==> config.mk <==
export PLATFORM = sky130hd
export DESIGN_NAME = uart_tx
export DESIGN_NICKNAME = d
export VERILOG_FILES = /design/src/rtl/uart_tx.sv
export SDC_FILE = /design/constraint.sdc
export NUM_CORES = 1
export LEC_CHECK = 0
export ABC_AREA = 1
export CAP_MARGIN = 10
export CORE_MARGIN = 8
export CORE_UTILIZATION = 58
export DETAILED_ROUTE_END_ITERATION = 8
export PLACE_DENSITY = 0.87
export SLEW_MARGIN = 15
export SYNTH_ARGS = -nofsm -noshare
export SYNTH_HDL_FRONTEND = slang
export SYNTH_SLANG_ARGS = --single-unit
==> constraint.sdc <==
create_clock -name clk -period 2.79 [get_ports clk]
set_input_delay 0.558 -clock clk [delete_from_list [all_inputs] [get_ports clk]]
set_output_delay 0.558 -clock clk [all_outputs]
set_load 0.02 [all_outputs]
==> src/rtl/uart_tx.sv <==
// rtl/uart_tx.sv - UART transmitter with valid/ready word input
// Purpose:
//   Serialises a parallel word as start(0), DATA_BITS data bits LSB first,
//   an optional parity bit and STOP_BITS stop(1) bits. Every serial bit is held
//   for CLKS_PER_BIT clock cycles. The line idles high.
// Ports:
//   clk            system clock, rising edge
//   reset          synchronous active-high reset
//   tx_data        word to send, latched when tx_valid && tx_ready
//   tx_valid       tx_data is valid
//   tx_ready       a word can be accepted this cycle
//   outgoing_data  registered serial line
//   busy           a frame is in progress
//   done           one-cycle pulse in the final cycle of the last stop bit
module uart_tx #(
  parameter int DATA_BITS    = 8,
  parameter int CLKS_PER_BIT = 4,
  parameter int PARITY_EN    = 0,
  parameter int PARITY_ODD   = 0,
  parameter int STOP_BITS    = 1
) (
  input  logic                 clk,
  input  logic                 reset,
  input  logic [DATA_BITS-1:0] tx_data,
  input  logic                 tx_valid,
  output logic                 tx_ready,
  output logic                 outgoing_data,
  output logic                 busy,
  output logic                 done
);

  localparam int CW = (CLKS_PER_BIT > 1) ? $clog2(CLKS_PER_BIT) : 1;
  // The index counts data bits and is reused to count stop bits.
  localparam int IW = (DATA_BITS > 1) ? $clog2(DATA_BITS) : 1;

  localparam logic [CW-1:0] CNT_LAST       = CW'(CLKS_PER_BIT - 1);
  localparam logic [IW-1:0] IDX_DATA_LAST  = IW'(DATA_BITS - 1);
  localparam logic [IW-1:0] IDX_STOP_LAST  = IW'(STOP_BITS - 1);
  localparam logic          PAR_FLIP       = (PARITY_ODD != 0);
  localparam logic          HAS_PAR        = (PARITY_EN != 0);

  typedef enum logic [2:0] {
    S_IDLE,
    S_START,
    S_DATA,
    S_PARITY,
    S_STOP
  } state_t;

  state_t               state_q, state_d;
  logic [CW-1:0]        cnt_q, cnt_d;
  logic [IW-1:0]        idx_q, idx_d;
  logic [DATA_BITS-1:0] shift_q, shift_d;
  logic                 par_q, par_d;
  logic                 line_q, line_d;

  logic bit_end;
  logic last_stop_cycle;
  logic accept;

  always_comb begin
    state_d = state_q;
    cnt_d   = cnt_q;
    idx_d   = idx_q;
    shift_d = shift_q;
    par_d   = par_q;
    line_d  = 1'b1;

    bit_end         = (cnt_q == CNT_LAST);
    last_stop_cycle = (state_q == S_STOP) && (idx_q == IDX_STOP_LAST) && bit_end;
    // The final stop cycle doubles as an accept slot so frames can abut.
    tx_ready        = (state_q == S_IDLE) || last_stop_cycle;
    done            = last_stop_cycle;
    busy            = (state_q != S_IDLE);
    accept          = tx_valid && tx_ready;

    if (state_q != S_IDLE) begin
      cnt_d = bit_end ? '0 : cnt_q + CW'(1);
    end

    case (state_q)
      S_START: begin
        if (bit_end) begin
          state_d = S_DATA;
          idx_d   = '0;
        end
      end
      S_DATA: begin
        if (bit_end) begin
          shift_d = shift_q >> 1;
          if (idx_q == IDX_DATA_LAST) begin
            state_d = HAS_PAR ? S_PARITY : S_STOP;
            idx_d   = '0;
          end else begin
            idx_d = idx_q + IW'(1);
          end
        end
      end
      S_PARITY: begin
        if (bit_end) begin
          state_d = S_STOP;
          idx_d   = '0;
        end
      end
      S_STOP: begin
        if (bit_end) begin
          if (idx_q == IDX_STOP_LAST) begin
            state_d = S_IDLE;
            idx_d   = '0;
          end else begin
            idx_d = idx_q + IW'(1);
          end
        end
      end
      default: ;
    endcase

    if (accept) begin
      state_d = S_START;
      cnt_d   = '0;
      idx_d   = '0;
      shift_d = tx_data;
      par_d   = (^tx_data) ^ PAR_FLIP;
    end

    // Line value is derived from the next state so the registered output
    // lines up with the state register.
    case (state_d)
      S_START:  line_d = 1'b0;
      S_DATA:   line_d = shift_d[0];
      S_PARITY: line_d = par_d;
      default:  line_d = 1'b1;
    endcase
  end

  always_ff @(posedge clk) begin
    if (reset) begin
      state_q <= S_IDLE;
      cnt_q   <= '0;
      idx_q   <= '0;
      shift_q <= '0;
      par_q   <= 1'b0;
      line_q  <= 1'b1;
    end else begin
      state_q <= state_d;
      cnt_q   <= cnt_d;
      idx_q   <= idx_d;
      shift_q <= shift_d;
      par_q   <= par_d;
      line_q  <= line_d;
    end
  end

  assign outgoing_data = line_q;

endmodule
; ---- After elaboration in Yosys (flattened, before gate mapping)
; Index checks and enable logic that the tools add are counted.
[totals]
word_cells = 56
regBits = 18
out_inout_bits = 4
[op_classes]
mux = 20
add_sub_neg = 2
n_eq_ne = 12
reduce_logical = 15
[ops]
columns = cell, n
row1 = 3-bit two-way mux, 12
row2 = 8-bit two-way mux, 3
row3 = 3-bit by 2-bit equality test with 1-bit output (second input constant), 4
row4 = 3-bit case mux with 4 select lines, 1
row5 = 3-bit case mux with 3 select lines, 1
row6 = 8-bit XOR reduction, 1
row7 = 3-bit by 1-bit equality test with 1-bit output (second input constant), 2
row8 = 3-bit equality test (second input constant), 2
row9 = 3-bit logical NOT, 2
row10 = 3-bit nonzero test, 2
row11 = 2-bit != test (second input constant), 2
row12 = 4-bit AND reduction, 1
row13 = 2-bit nonzero test, 2
row14 = 2-bit OR reduction, 2
row15 = 3-bit by 1-bit adder with 3-bit output (second input constant), 1
row16 = 1-bit logical AND, 3
row17 = 1-bit case mux with 3 select lines, 1
row18 = 2-bit by 1-bit adder with 2-bit output (second input constant), 1
row19 = 2-bit equality test (second input constant), 1
row20 = 2-bit two-way mux, 1
row21 = 2-bit by 1-bit != test with 1-bit output (second input constant), 1
row22 = 2-bit AND reduction, 1
row23 = 1-bit logical OR, 1
row24 = 1-bit two-way mux, 1

; ---- Longest topological paths before layout
[logic_depth]
depth_word = 8
depth_mapped = 10
ltp_nobuf = 10

; ---- Least setup slack after synthesis
; No wires, ideal clock.
[synth_timing]
path_kind = register to output
from = reg cnt_q[0]
to = out tx_ready
path_slack_ns = 1.213
stages_incl_launch_ff = 4
arrival_ns = 1.019
required_ns = 2.232
cell_sequence = dfxtp_1 ha_1 nand3_4 o21ai_4
[synth_between]
elab_chain_len = 3
[synth_lines]
columns = element, line
row1 = from (decl), 51  ; logic [CW-1:0] cnt_q, cnt_d;
row2 = from (signal assigned), 146  ; cnt_q <= cnt_d;
row3 = 2-bit equality test, 69  ; bit_end = (cnt_q == CNT_LAST);
row4 = 1-bit logical AND, 70  ; last_stop_cycle = (state_q == S_STOP) && (idx_q == IDX_STOP_LAST) && bit_end;
row5 = 1-bit logical OR, 72  ; tx_ready = (state_q == S_IDLE) || last_stop_cycle;
row6 = to (decl), 26  ; output logic tx_ready,
; Every way passes these cells.

; ---- Worst setup path in the final report
; Same ends and word-level chain as after synthesis.

==> key figures <==
Clocking
  – Post-CTS Setup Bufs: 0
  – Resized Gates After CTS: 0
  – Clk_lat worst skew: around 0.3 ns
  – Hold buffers post-CTS: 0
  – Worst-path clk slew: ~0.1 ns
  – Inserted Clock Buffers: 3
  – TritonCTS clock tree: done
  – Root Buffer: clkbuf_4
  – CTS Buffer Depth: 2
  – H-tree depth: 1
  – CTS Sinks: 18

Pwr
  – PD cells: 520 nW/um2
  – Logic gate share of total power: between 30% and 40%
  – Flop pwr share: 41.8%
  – Psw: 0.268 mW
  – Clk network pwr share: between 20% and 30%
  – Max rail drop VDD: between 0.0004 and 0.0005 V
  – Switching share of power: 36.3%
  – Leakage: 0.674 nW
  – Power Internal: 0.470 mW

STA
  – Final hold vios: 0
  – Slew Limit Fails: 0
  – Achievable frequency: 387 MHz
  – Slew headroom: 70.3%
  – Count of final setup violators: 0
  – Min Tclk post-route: 2.58 ns
  – Total negative setup slack: 0 ns
  – Unrepaired setup endpoints after global routing: false
  – Measured slew at the worst slew-check pin: 0.444 ns
  – Post-route clock period utilization: between 90 and 100%
  – Clk_skew: 0.00607 ns
  – Final WS setup: 0.206 ns

Setup path
  – Crit-path max cell delay: 0.64 ns
  – Critical Path RT: approximately 2.2 ns
  – CP Launch Type: register
  – CP Cell Sequence: ha_1 -> nand3_4 -> o21ai_4 -> clkdlybuf4s50_1
  – Crit path max fanout: 7
  – Crit path depth: 4
  – WP data arrival: between 2 and 2.5 ns
  – R2R depth: 8
  – Buf+Inv Stages, Crit Path: 1
  – Critical Setup Path Class: register to output port
  – Top Family by Delay on Critical Path: buffers and inverters
  – Slowest stage cell, crit path: clkdlybuf4s50_1
  – Worst setup EP type: output port

GRT
  – Largest net degree at the start of global routing: 14
  – Vias in the first global route: roughly 1100
  – First-pass GRT wire length: ~4500 um
  – Gr usage total: about 15%
  – Initial antenna violation count: 0
  – Total grt overflow: 0

Yosys
  – Synthesized cell area: between 1000 and 1500 um2
  – #FFs+latches synth: 18
  – Post-synth cell types: 24
  – Ys Warns: 0
  – Post-synth top area cell: dfxtp_1
  – Syn_nets: 200
  – Top post-synthesis cells by area: dfxtp_1 30%, nand2_1 19%, inv_1 8.4%
  – Yosys top cell area share: 29.8%
  – Synthesized instance count: 185
  – Syn_area_per_cell: 6.55 um2
  – Sequential share of the synthesized area: around 30%

Final layout
  – Area grow syn2layout: 17.0%
  – Final Util: roughly 72%
  – Most frequent cells in the layout: 62 x nand2_1, 27 x inv_1, 18 x nand3_1, 18 x dfxtp_1, 14 x clkdlybuf4s50_1
  – Commonest non-fill, non-tap cell in the layout: nand2_1
  – Layout cells sized above 1: roughly 10%
  – Fillers: 177
  – Fin nets: 218
  – Ant diodes: 0

Floorplan
  – Core outline area: between 1500 and 2000 um2
  – Chip width: 61.7 um
  – Row count: 16
  – IO Count: 15
  – Initial core utilization: 61.7%
  – Die Height: 61.7 um
  – Die footprint: 3810 um2

Routing
  – Antenna Nets Post-Route: 0
  – Via/cell ratio: 5.16
  – Final WL: 2600 um
  – Via count: 1181
  – Number of remaining DRC errors: 0
  – TritonRoute pass-1 iters: 4
  – Drt first-iter violations: 31
  – Avg WL per Cell: approximately 11 um

Worst hold path
  – Worst Hold Depth: 2
  – Hold Crit Class: register to register

Run status
  – Status: complete, no violations

Placed design
  – DP Wirelength: about 2100 um
  – Number of port buffers: 14
  – DP Worst Slack: 0.550 ns
  – Gpl congestion: 0.882

Job
  – MaxCap Viol Count: 0
## final cells by class
type                       count  area [um2]  share of cell area (%)
multi-input combinational    137         736                    51.9
timing repair buffer          14         140                    9.89
sequential                    18         360                    25.4
tap                           27        33.8                    2.38
inverter                      29         111                    7.86
clock buffer                   4        36.3                    2.56
## tightest hold or removal path, delay by kind of cell, from the launching register on
| family | cells | cell delay [ns] |
|---|---|---|
| flops | 1 | 0.32 |
| simple gates | 1 | 0.07 |
| compound gates | 1 | 0.05 |
## sequential cells by signal (all words and copies together) (netlist names)
register and flops:
idx_q 3, outgoing_data 1, state_q 3, par_q 1
shift_q 8, cnt_q 2
## synthesized netlist by cell type
library cell / count
nand2_2: 2
xnor2_1: 1
nor2_8: 1
dfxtp_1: 18
inv_1: 27
a31oi_1: 6
o211ai_1: 1
nor2_1: 12
inv_2: 1
nand2_4: 3
nand3_4: 1
o21ai_4: 1
o21ai_0: 7
o21ai_1: 1
nand2_1: 62
nor2_2: 1
nor2_4: 4
clkbuf_1: 1
inv_4: 1
ha_1: 4
a211oi_1: 1
a21oi_1: 9
nand3_1: 18
nand3_2: 2
## through the flow
| stage | hold slack, ns | instance area [um2] | instances | total power [mW] |
|---|---|---|---|---|
| finish | 0.491 | 1420 | 229 | 0.738 |
| global route | 0.519 | 1420 | 229 | 0.783 |
| CTS | 0.495 | 1420 | 229 | 0.742 |
| detailed placement | 0.481 | 1380 | 225 | 0.583 |
| global placement | 0.455 | 1380 | 225 | 0.573 |
| floorplan | 0.446 | 1210 | 185 | 0.500 |
## cells by family (layout without fill, tap and decap cells)
logic type / Yosys count / in the layout / synth area share, %
buf+inv: 30 / 47 / 9.50
compound gates: 26 / 26 / 12.7
simple gates: 106 / 106 / 43.2
fa+ha+maj: 4 / 4 / 4.13
xor+xnor: 1 / 1 / 0.723
flops: 18 / 18 / 29.8
## metal layers
metal	share of wire (%)	GRT usage (%)	vias up	wire [um]
met5	0	0	-	0
met4	1.4	4.87	0	37
met3	3.8	3.09	4	99
met2	48	26.3	24	1260
met1	46	18.7	530	1200
li1	-	-	623	-
## power by group through the flow
stage	Clock (mW)	Combinational, mW	Sequential [mW]
finish	0.161	0.268	0.308
CTS	0.164	0.269	0.309
detailed placement	0	0.268	0.315
floorplan	0	0.186	0.314
global placement	0	0.260	0.313
global route	0.174	0.295	0.313
## worst paths after layout
path | from | slack [ns] | endpoint
worst max-delay path | cnt_q[0]$_SDFFE_PP0P_ | 0.21 | tx_ready
worst min-delay path | shift_q[7]$_SDFFE_PP0P_ | 0.49 | shift_q[7]$_SDFFE_PP0P_
worst max register to register | cnt_q[0]$_SDFFE_PP0P_ | 1.17 | outgoing_data$_SDFF_PP1_
worst min register to register | shift_q[7]$_SDFFE_PP0P_ | 0.49 | shift_q[7]$_SDFFE_PP0P_
(Power assumes the default switching activity.)
